**src/rtl/msg_dispatch_pkg.sv**
```systemverilog
// Shared constants and types for the message dispatcher.
package msg_dispatch_pkg;

   localparam logic [1:0] DEST_CEO  = 2'b00;
   localparam logic [1:0] DEST_YOU  = 2'b01;
   localparam logic [1:0] DEST_FRED = 2'b10;
   localparam logic [1:0] DEST_JILL = 2'b11;

   typedef enum logic {
      EMPTY = 1'b0,
      FULL  = 1'b1
   } mbox_state_t;

   localparam logic [7:0] STALL_MAX = 8'd255;

endpackage

```
**src/rtl/msg_mailbox.sv**
```systemverilog
// One-slot mailbox: EMPTY/FULL FSM holding the last written payload.
module msg_mailbox
   import msg_dispatch_pkg::*;
#(
   parameter int DATA_W = 4
) (
   input  logic              clk,
   input  logic              rst_n,
   input  logic              wr,
   input  logic              ack,
   input  logic [DATA_W-1:0] din,
   output logic [DATA_W-1:0] dout,
   output logic              valid
);

   mbox_state_t state;

   // A write wins over an ack so back-to-back traffic keeps the slot full.
   always_ff @(posedge clk or negedge rst_n) begin
      if (!rst_n) begin
         state <= EMPTY;
         dout  <= '0;
      end else begin
         unique case (state)
            EMPTY: begin
               if (wr) begin
                  state <= FULL;
                  dout  <= din;
               end
            end
            FULL: begin
               if (wr) begin
                  dout <= din;
               end else if (ack) begin
                  state <= EMPTY;
               end
            end
         endcase
      end
   end

   assign valid = (state == FULL);

endmodule

```
**src/rtl/msg_dispatch.sv**
```systemverilog
// Routes messages into four mailboxes and counts stalled cycles.
// Optional broadcast mode: define MSG_DISPATCH_BROADCAST_EN.
module msg_dispatch
   import msg_dispatch_pkg::*;
#(
   parameter int DATA_W = 4
) (
   input  logic              clk,
   input  logic              rst_n,
   input  logic              in_valid,
   output logic              in_ready,
   input  logic [1:0]        in_dest,
   input  logic [DATA_W-1:0] in_data,
`ifdef MSG_DISPATCH_BROADCAST_EN
   input  logic              in_bcast,
`endif
   output logic [DATA_W-1:0] ceo,
   output logic [DATA_W-1:0] you,
   output logic [DATA_W-1:0] fred,
   output logic [DATA_W-1:0] jill,
   output logic [3:0]        out_valid,
   input  logic [3:0]        out_ack,
   output logic [7:0]        stall_cnt,
   input  logic              stall_clr
);

   logic [3:0]        free;
   logic [3:0]        dec;
   logic [3:0]        sel;
   logic [3:0]        wr;
   logic              take;
   logic [DATA_W-1:0] mbox [4];

   // A slot can take data if empty or being drained this cycle.
   assign free = ~out_valid | out_ack;
   assign dec  = 4'b0001 << in_dest;

`ifdef MSG_DISPATCH_BROADCAST_EN
   assign in_ready = in_bcast ? &free : free[in_dest];
   assign sel      = in_bcast ? 4'hF : dec;
`else
   assign in_ready = free[in_dest];
   assign sel      = dec;
`endif

   assign take = in_valid & in_ready;
   assign wr   = {4{take}} & sel;

   for (genvar i = 0; i < 4; i++) begin : g_mbox
      msg_mailbox #(
         .DATA_W(DATA_W)
      ) u_mbox (
         .clk  (clk),
         .rst_n(rst_n),
         .wr   (wr[i]),
         .ack  (out_ack[i]),
         .din  (in_data),
         .dout (mbox[i]),
         .valid(out_valid[i])
      );
   end

   assign ceo  = mbox[DEST_CEO];
   assign you  = mbox[DEST_YOU];
   assign fred = mbox[DEST_FRED];
   assign jill = mbox[DEST_JILL];

   always_ff @(posedge clk or negedge rst_n) begin
      if (!rst_n) begin
         stall_cnt <= '0;
      end else if (stall_clr) begin
         stall_cnt <= '0;
      end else if (in_valid && !in_ready && stall_cnt != STALL_MAX) begin
         stall_cnt <= stall_cnt + 8'd1;
      end
   end

endmodule

```
**config.mk**
```make
export PLATFORM = sky130hd
export DESIGN_NAME = msg_dispatch
export DESIGN_NICKNAME = d
export VERILOG_FILES = /design/src/rtl/msg_dispatch_pkg.sv /design/src/rtl/msg_mailbox.sv /design/src/rtl/msg_dispatch.sv
export SDC_FILE = /design/constraint.sdc
export NUM_CORES = 1
export LEC_CHECK = 0
export CAP_MARGIN = 20
export CORE_MARGIN = 3
export CORE_UTILIZATION = 48
export DETAILED_ROUTE_END_ITERATION = 10
export HOLD_SLACK_MARGIN = 0.02
export PLACE_DENSITY = 0.9
export SYNTH_ARGS = -nofsm -noshare
export SYNTH_HDL_FRONTEND = slang
export SYNTH_SLANG_ARGS = --single-unit
```
**constraint.sdc**
```tcl
create_clock -name clk -period 4.74 [get_ports clk]
set_input_delay 0.948 -clock clk [delete_from_list [all_inputs] [get_ports clk]]
set_output_delay 0.948 -clock clk [all_outputs]
set_load 0.03 [all_outputs]
```
==> impl_metrics.yaml <==
run_status:
  outcome: "completed"
floorplan:
  core.rowCount: 18
  core_mm2: 0.002522
  io_pins: 43
  die-area_mm2: 0.003348
  start_util_pct: 51.19
  die_h_um: 57.87
  die_w_um: 57.87
layout:
  final_common_cell: "clkdlybuf4s50_1"
  fin_util_pct: 69.44
  nets: 161
  layout_common_cells: "clkdlybuf4s50_1, dfrtp_1, mux2_2"
  diodes: 0
  drive_gt1_share_pct: 17.93
  areaGrowthSynthToFinish_pct: 35.66
power_and_ir_drop:
  leakage_nw: 0.7154
  p_switching_w: 0.0001964
  swShare_pct: 32.41
  seqPwrFrac_pct: 48.2
  ir_drop_uv: 258.8
  p_int_w: 0.0004095
  clkPwrFrac_pct: 18.9
  combPwrFrac_pct: 32.9
  power_density_mw_per_mm2: 345.9
place:
  dp_slack_ps: 919.3
  dp.final_hpwl_um: 2348
  io_buffers: 42
  globalplace.congestion: 0.7112
worst_setup_path:
  reg2reg_slack_ps: 2830
  critPathKind: "in2out"
  crit_required_ps: 3790
  crit_arrival_ps: 2910
  critPathMaxFanout: 17
  start_kind: "input port"
  cpLargestDelayFamily: "buffers and inverters"
  path_cells: "clkdlybuf4s50_1 > mux4_2 > clkdlybuf4s50_1"
  cp_common_cell: "clkdlybuf4s50_1"
  r2r_end: "stall_cnt[3]"
  r2r-start: "g_mbox[1].u_mbox.valid"
  reg2regPathDepth: 4
  end_kind: "primary output"
  slowest_delay_ps: 700
  critPathBufInv: 2
  critPathSlowestCell: "mux4_2"
routing:
  route.detailed.drc: 0
  wl_per_cell_um: 17.80
  ant_nets: 0
  vias: 1005
  wirelength_um: 3115
  vias_per_cell: 5.743
  first_iter_violations: 21
  firstDrtPassIters: 4
clock_network:
  clk_latency_ps: 320
  h-tree-depth: 1
  cts_setup_buffers: 0
  cts_num_sinks: 28
  postCtsResizedCells: 0
  cts_root_buf: "clkbuf_4"
  cts_made_buffers: 3
  tritoncts: "done"
  cts_buffer_depth: 2
  clkTransAtPathRegs_ps: 140
  cts_hold_buffers: 0
min_path:
  holdPathEnd: "g_mbox[3].u_mbox.dout[0]"
  min_path_cells: 1
  hold_path_startpoint: "g_mbox[3].u_mbox.dout[0]"
  hp-class: "reg2reg"
timing:
  hold_violations: 0
  slew-limit-headroom_pct: 55.13
  clock_skew_ps: 1.201
  period_minus_slack_ps: 3861
  finalCritPeriodShare_pct: 81.46
  finalSetupViolations: 0
  drv_slew: 0
  tightest_slew_ps: 662.5
  rsz0062_at_grt: "false"
  setup-tns-final_ps: 0
  fmax_mhz: 259.0
  setup_slack_ps: 878.9
  hold_ws_ps: 533.2
yosys:
  synth_nets: 118
  yosysTopAreaCell: "dfrtp_1"
  ys_warn_count: 0
  ys_types: 26
  synth-seq-cells: 28
  synth_area_per_cell_um2: 12.54
  syn_area_mm2: 0.001291
  synth_area_leaders: "dfrtp_1, mux2_2, nand2b_4"
  ys_seq_area_share_pct: 54.26
  synth_top_area_share_pct: 54.26
  syn-instance-count: 103
global_routing:
  overflow: 0
  grt_pass1_vias: 1097
  antenna_found_initial: 0
  track_usage_pct: 20.59
  grt_pass1_wl_um: 5230
  grt_max_degree: 29
flow_run:
  drv_cap: 0
worst max-delay path by stage:
stage | startpoint | to | slack [ps] | depth (start not counted)
detailed placement | in_dest[1] | in_ready | 920 | 3
CTS | in_dest[1] | in_ready | 910 | 3
floorplan | out_ack[3] | in_ready | 2020 | 3
finish | in_dest[1] | in_ready | 880 | 3
global placement | in_dest[1] | in_ready | 960 | 3
global route | in_dest[1] | in_ready | 850 | 3
power by group through the flow:
stage	combinational (W)	clock [W]	sequential (W)
after floorplan	0.0000504	0	0.000351
after global placement	0.000195	0	0.000293
after detailed placement	0.000200	0	0.000296
after CTS	0.000201	0.000118	0.000293
after global routing	0.000209	0.000129	0.000296
final	0.000199	0.000114	0.000292
sequential cells by signal (all words and copies together) (netlist names):
register	cells
g_mbox.u_mbox.dout	16
g_mbox.u_mbox.valid	4
stall_cnt	8
kinds of logic (layout without fill, tap and decap cells):
group                    count (synthesis)  count (layout)  share of synthesized area (%)
AO/OA/AOI/OAI                           19              19                          9.012
flip-flops                              28              28                          54.26
adder cells (fa/ha/maj)                  1               1                         0.9688
multiplexers                            17              17                          15.70
buffers and inverters                    7              49                          3.779
AND/OR/NAND/NOR                         31              31                          16.28
stage by stage:
stage / cell area (µm²) / cells / total power (W)
2_1_floorplan: 1291 / 103 / 0.0004015
3_3_place_gp: 1715 / 171 / 0.0004881
3_5_place_dp: 1715 / 171 / 0.0004964
4_1_cts: 1752 / 175 / 0.0006120
5_1_grt: 1752 / 175 / 0.0006347
6_report: 1752 / 175 / 0.0006059
worst reg2reg max path, stage by stage (launching register included):
cell	delay [ps]
dfrtp_1	430
nand2b_4	70
mux4_2	620
or4_1	550
a21oi_1	180
per-layer routing:
metal / wire length [µm] / vias to the layer above / track usage, % / part of all wire (%)
met5: 0 / - / 0 / 0
met4: 34 / 0 / 8.278 / 1.1
met3: 191 / 4 / 3.341 / 6.1
met2: 1621 / 38 / 35.65 / 52
met1: 1269 / 499 / 25.58 / 41
li1: - / 464 / - / -
cells in the mapped netlist:
library cell  instances
a21oi_1               6
and3b_1               1
buf_4                 4
buf_6                 1
dfrtp_1              28
ha_1                  1
inv_1                 2
mux2_2               16
mux4_2                1
nand2_1               4
nand2b_4              4
nand3_1               6
nand4_1               2
nor2_1                3
nor2b_1               1
nor3b_1               1
nor4_1                1
o21ai_0               7
o21ba_1               1
o311ai_1              1
o31a_1                1
o31ai_1               2
o41ai_1               1
or3_1                 3
or3b_1                1
or4_1                 4
cell type report:
cell class                 instances  area [µm²]
inverter                           2       7.507
sequential                        28       700.7
clock buffer                       4       36.28
fill                             206       770.7
timing repair buffer              43       427.9
multi-input combinational         68       541.8
tap                               30       37.54
Note: power is estimated with default switching activity, not from simulation.
